$ cat src/rtl/control_buscaminas.sv
// Minesweeper game controller: board generation handshake, cursor, reveal/flag masks
// and win/lose decision for a DIM x DIM board.
module control_buscaminas #(
    parameter int unsigned DIM     = 8,
    parameter int unsigned AW      = $clog2(DIM),
    parameter int unsigned MINAS_W = 4
) (
    input  logic                 clk,
    input  logic                 rst,
    input  logic                 inicio,
    input  logic [MINAS_W-1:0]   num_minas,
    input  logic                 btn_arriba,
    input  logic                 btn_abajo,
    input  logic                 btn_izq,
    input  logic                 btn_der,
    input  logic                 btn_revelar,
    input  logic                 btn_bandera,
    output logic                 gen_start,
    input  logic                 gen_done,
    output logic [2*AW-1:0]      cell_addr,
    input  logic                 cell_mina,
    input  logic [3:0]           cell_cuenta,
    output logic [AW-1:0]        cursor_fila,
    output logic [AW-1:0]        cursor_col,
    output logic [DIM*DIM-1:0]   revelada,
    output logic [DIM*DIM-1:0]   bandera,
    output logic [3:0]           ult_cuenta,
    output logic [2:0]           estado,
    output logic                 gano,
    output logic                 perdio
);

    localparam int unsigned CELLS = DIM * DIM;
    localparam int unsigned CW    = $clog2(CELLS) + 1;

    typedef enum logic [2:0] {
        StIdle = 3'd0,
        StGen  = 3'd1,
        StPlay = 3'd2,
        StRead = 3'd3,
        StEval = 3'd4,
        StWin  = 3'd5,
        StLose = 3'd6
    } estado_e;

    estado_e              r_estado, w_estado;
    logic [AW-1:0]        r_fila, w_fila;
    logic [AW-1:0]        r_col, w_col;
    logic [CELLS-1:0]     r_rev, w_rev;
    logic [CELLS-1:0]     r_flag, w_flag;
    logic [3:0]           r_ult, w_ult;
    logic                 r_gen_start, w_gen_start;
    logic [2*AW-1:0]      r_addr, w_addr;
    logic                 r_gano, w_gano;
    logic                 r_perdio, w_perdio;
    logic [CW-1:0]        r_cont, w_cont;
    logic [MINAS_W-1:0]   r_minas, w_minas;

    logic [2*AW-1:0]      w_idx;
    logic [CW-1:0]        w_cont_inc;
    logic [31:0]          w_minas_lim;
    logic [31:0]          w_objetivo;

    // With DIM a power of two, {fila,col} equals fila*DIM+col.
    assign w_idx      = {r_fila, r_col};
    assign w_cont_inc = r_cont + CW'(1);

    // Safe-cell target; a full board of mines is clamped to leave one safe cell.
    always_comb begin
        w_minas_lim = 32'(r_minas);
        if (w_minas_lim >= CELLS) begin
            w_minas_lim = CELLS - 1;
        end
        w_objetivo = CELLS - w_minas_lim;
    end

    always_comb begin
        w_estado    = r_estado;
        w_fila      = r_fila;
        w_col       = r_col;
        w_rev       = r_rev;
        w_flag      = r_flag;
        w_ult       = r_ult;
        w_gen_start = 1'b0;
        w_addr      = r_addr;
        w_cont      = r_cont;
        w_minas     = r_minas;

        if (inicio && (r_estado != StGen)) begin
            w_estado    = StGen;
            w_gen_start = 1'b1;
            w_fila      = '0;
            w_col       = '0;
            w_rev       = '0;
            w_flag      = '0;
            w_ult       = '0;
            w_cont      = '0;
            w_minas     = num_minas;
        end else begin
            case (r_estado)
                StGen: begin
                    if (gen_done) begin
                        w_estado = StPlay;
                    end
                end
                StPlay: begin
                    // A no-op reveal still consumes the cycle's single action.
                    if (btn_revelar) begin
                        if (!r_rev[w_idx] && !r_flag[w_idx]) begin
                            w_addr   = w_idx;
                            w_estado = StRead;
                        end
                    end else if (btn_bandera) begin
                        if (!r_rev[w_idx]) begin
                            w_flag[w_idx] = ~r_flag[w_idx];
                        end
                    end else if (btn_arriba) begin
                        w_fila = r_fila - AW'(1);
                    end else if (btn_abajo) begin
                        w_fila = r_fila + AW'(1);
                    end else if (btn_izq) begin
                        w_col = r_col - AW'(1);
                    end else if (btn_der) begin
                        w_col = r_col + AW'(1);
                    end
                end
                StRead: begin
                    w_estado = StEval;
                end
                StEval: begin
                    w_rev[r_addr] = 1'b1;
                    if (cell_mina) begin
                        w_estado = StLose;
                    end else begin
                        w_ult    = cell_cuenta;
                        w_cont   = w_cont_inc;
                        w_estado = (32'(w_cont_inc) == w_objetivo) ? StWin : StPlay;
                    end
                end
                default: ;
            endcase
        end

        w_gano   = (w_estado == StWin);
        w_perdio = (w_estado == StLose);
    end

    always_ff @(posedge clk or posedge rst) begin
        if (rst) begin
            r_estado    <= StIdle;
            r_fila      <= '0;
            r_col       <= '0;
            r_rev       <= '0;
            r_flag      <= '0;
            r_ult       <= '0;
            r_gen_start <= 1'b0;
            r_addr      <= '0;
            r_gano      <= 1'b0;
            r_perdio    <= 1'b0;
            r_cont      <= '0;
            r_minas     <= '0;
        end else begin
            r_estado    <= w_estado;
            r_fila      <= w_fila;
            r_col       <= w_col;
            r_rev       <= w_rev;
            r_flag      <= w_flag;
            r_ult       <= w_ult;
            r_gen_start <= w_gen_start;
            r_addr      <= w_addr;
            r_gano      <= w_gano;
            r_perdio    <= w_perdio;
            r_cont      <= w_cont;
            r_minas     <= w_minas;
        end
    end

    assign gen_start   = r_gen_start;
    assign cell_addr   = r_addr;
    assign cursor_fila = r_fila;
    assign cursor_col  = r_col;
    assign revelada    = r_rev;
    assign bandera     = r_flag;
    assign ult_cuenta  = r_ult;
    assign estado      = r_estado;
    assign gano        = r_gano;
    assign perdio      = r_perdio;

endmodule

$ cat config.mk
export PLATFORM = sky130hd
export DESIGN_NAME = control_buscaminas
export DESIGN_NICKNAME = d
export VERILOG_FILES = /design/src/rtl/control_buscaminas.sv
export SDC_FILE = /design/constraint.sdc
export NUM_CORES = 1
export LEC_CHECK = 0
export ABC_AREA = 1
export CORE_MARGIN = 2
export CORE_UTILIZATION = 48
export CTS_CLUSTER_SIZE = 28
export DETAILED_ROUTE_END_ITERATION = 12
export GPL_TIMING_DRIVEN = 1
export PLACE_DENSITY = 0.77
export SKIP_LAST_GASP = 1
export SLEW_MARGIN = 20
export SYNTH_ARGS = -nofsm -noshare
export SYNTH_HDL_FRONTEND = slang
export SYNTH_SLANG_ARGS = --single-unit
$ cat constraint.sdc
create_clock -name clk -period 6.1 [get_ports clk]
set_input_delay 1.83 -clock clk [delete_from_list [all_inputs] [get_ports clk]]
set_output_delay 1.83 -clock clk [all_outputs]
set_load 0.05 [all_outputs]
==> flow_summary.json <==
{
  "yosysMostFrequentCell": "nand2_1",
  "slew-limit-headroom": 0.185,
  "ir_worst_vdd_uv": 259,
  "ys_top_cells_by_area": "dfrtp_1 44%, nand2_1 15%, a21oi_1 7.3%, nand3_1 6.3%, nor2_1 6.1%",
  "yosys_warnings": 0,
  "critPathKind": "reg -> out",
  "ios": 169,
  "cts_setup_buffers": 0,
  "slew_viol_final": 0,
  "gr-total-overflow": 0,
  "worstMarginPinSlew_ns": 1.21,
  "die-height_um": 142,
  "cts_tree": "done",
  "ys_seq_area_frac": 0.443,
  "hold_buffers": 0,
  "synth_area_um2": 9090,
  "wl_per_cell_um": 17.4,
  "dieArea_um2": 20100,
  "fin_nets": 1436,
  "dp_hpwl_mm": 18.5,
  "critPathTopFamily": "buffers and inverters",
  "start_kind": "flop",
  "rsz0062_at_grt": "no",
  "crit_required_ns": 4.27,
  "status": "finished, final reports clean",
  "ys_seq_elements": 161,
  "maxCapViolations": 0,
  "hold_viol": 0,
  "insertion_delay_ns": 0.43,
  "cp_max_fo": 93,
  "detail-route-antenna-nets": 0,
  "layout_setup_ws_ns": 1.73,
  "grt_usage": 0.292,
  "row_count": 50,
  "p_per_area_nw_per_um2": 272,
  "synth_top_area_share": 0.443,
  "cts_made_buffers": 17,
  "synth_top_cell_by_area": "dfrtp_1",
  "syn_avg_cell_area_um2": 7.08,
  "synth_edf_count": 0,
  "cpPeakStageDelay_ns": 0.97,
  "cts_root_buffer": "clkbuf_16",
  "clk_path_buf_depth": 2,
  "crit_buf_inv": 2,
  "fp.dieW_um": 142,
  "dp_slack_ns": 2.21,
  "initialDrtViolationCount": 1112,
  "slowest_stage": "clkdlybuf4s50_1",
  "dr.pass1.iters": 6,
  "core_um2": 18600,
  "path_cells": "buf_4, clkdlybuf4s50_1",
  "synth_nets": 1308,
  "fill_cells": 1687,
  "antenna_found_initial": 0,
  "areaGrowthSynthToFinish_pct": 25.5,
  "ys.flop_type": "dfrtp_1",
  "finalCritPeriodShare": 0.717,
  "worst_ep_arrival_time_ns": 2.54,
  "setup_violations": 0,
  "leakage_nw": 4.89,
  "antenna_cells": 0,
  "hp-class": "reg -> reg",
  "clock-sinks": 161,
  "wl_mm": 28.9,
  "gp_congestion": 0.876,
  "start_util": 0.488,
  "grt_max_degree": 140,
  "ctsResizeCount": 0,
  "drive_gt1_frac": 0.0379,
  "drc": 0,
  "postSynthCellCount": 1285,
  "synth-async-reset-ratio": 1.00,
  "cp-end-kind": "primary output",
  "cts.clk_slew.worst_paths_ns": 0.06,
  "vias": 9545,
  "synthDistinctLibCells": 31,
  "fmax_mhz": 229,
  "grt_pass1_wl_mm": 46.3,
  "period_needed_ns": 4.37,
  "synth_common_cells": "370 x nand2_1, 161 x dfrtp_1, 148 x nor2_1, 132 x a21oi_1, 120 x inv_1",
  "via_per_inst": 5.75,
  "finalSetupTns_ns": 0,
  "htreeDepth": 4,
  "port_buffers": 168,
  "grt_pass1_vias": 8646,
  "clock_skew_ns": 0.0108
}
through the flow:
step | instances | util | instance area (µm²) | hold WS, ns | total power (W)
after detailed placement | 1628 | 0.580 | 10800 | 0.496 | 0.00203
final | 1660 | 0.612 | 11400 | 0.506 | 0.00310
after global routing | 1660 | 0.612 | 11400 | 0.531 | 0.00323
after global placement | 1628 | 0.580 | 10800 | 0.496 | 0.00202
after floorplan | 1285 | - | 9100 | 0.502 | 0.00180
after CTS | 1660 | 0.612 | 11400 | 0.510 | 0.00310
cells in the final DEF, fill, tap and decap left out, types with 2 or more instances in the layout:
| cell | Yosys | final |
|---|---|---|
| xor2_1 | 7 | 7 |
| buf_4 | 4 | 10 |
| buf_12 | 0 | 2 |
| a211oi_1 | 2 | 2 |
| bufinv_16 | 0 | 2 |
| o21ai_0 | 17 | 17 |
| inv_1 | 120 | 118 |
| nand2_1 | 370 | 370 |
| clkbuf_8 | 0 | 4 |
| inv_2 | 4 | 4 |
| nor2_1 | 148 | 148 |
| ha_1 | 2 | 2 |
| a31oi_1 | 3 | 3 |
| clkbuf_16 | 0 | 17 |
| nor3_2 | 0 | 2 |
| dfrtp_1 | 161 | 160 |
| clkinv_1 | 2 | 2 |
| a21oi_1 | 132 | 132 |
| clkinv_2 | 0 | 2 |
| fa_1 | 2 | 2 |
| o21ai_1 | 19 | 19 |
| nand3_1 | 114 | 114 |
| nand4_1 | 67 | 67 |
| clkdlybuf4s50_1 | 0 | 168 |
| clkbuf_1 | 35 | 3 |
| nor2_4 | 2 | 3 |
| o22ai_1 | 5 | 5 |
| nor3_1 | 26 | 24 |
| clkinvlp_4 | 0 | 6 |
| xnor2_1 | 5 | 5 |
area by class of cell:
class | instances | area [µm²] | area share
clock inverters | 8 | 103 | 0.00899
repair buffers | 180 | 1800 | 0.157
inverters | 126 | 478 | 0.0419
multi-input cells | 927 | 4220 | 0.370
well taps | 234 | 293 | 0.0257
clock buffers | 24 | 492 | 0.0431
flip-flops and latches | 161 | 4030 | 0.353
worst paths after layout:
kind	slack, ns	cells after the start	startpoint	endpoint
setup reg to reg	2.15	14	cursor_col[1]	bandera[57]
hold / removal	0.51	2	ult_cuenta[1]	ult_cuenta[1]
hold reg to reg	0.51	2	ult_cuenta[1]	ult_cuenta[1]
max in group asynchronous	3.15	3	rst	cursor_col[0]
setup / recovery	1.73	2	cursor_col[0]	cursor_col[0]
min in group asynchronous	1.93	2	rst	gen_start
layer usage:
metal  up-vias  wire, µm  global-route usage
met5         -         0                   0
met4         0       997               0.122
met3        89      2990              0.0594
met2       549     13200               0.446
met1      4466     11800               0.408
li1       4441         -                   -
worst reg2reg max path, cell delays in order, from the launching register on:
cell	delay [ns]
dfrtp_1	0.97
inv_2	0.42
nand2_1	0.20
nand2_1	0.06
nand2_1	0.05
nand2_1	0.09
nand2_1	0.07
nand2_1	0.08
nor2_4	0.10
buf_4	0.56
nand2_2	0.21
nor2_4	0.11
buf_4	0.55
nand3_1	0.23
a21oi_1	0.18
where the power goes:
| part | internal [W] | total [W] | switching, W |
|---|---|---|---|
| Clock | 0.000646 | 0.00108 | 0.000433 |
| Combinational | 0.000196 | 0.000842 | 0.000647 |
| Sequential | 0.00112 | 0.00118 | 0.0000630 |
cells by family after synthesis:
family | count (synthesis) | share of synthesized area
compound gates | 179 | 0.101
buf+inv | 197 | 0.0945
simple gates | 732 | 0.343
flops | 161 | 0.443
fa+ha+maj | 4 | 0.00716
xor+xnor | 12 | 0.0116
flip-flops by register name, summed over array words and instances, names as in the netlist:
signal	cells
cursor_fila	3
revelada	64
bandera	64
r_cont	7
cursor_col	3
perdio	1
estado	3
gen_start	1
ult_cuenta	4
gano	1
cell_addr	6
r_minas	4
Note: power is estimated with default switching activity, not from simulation.
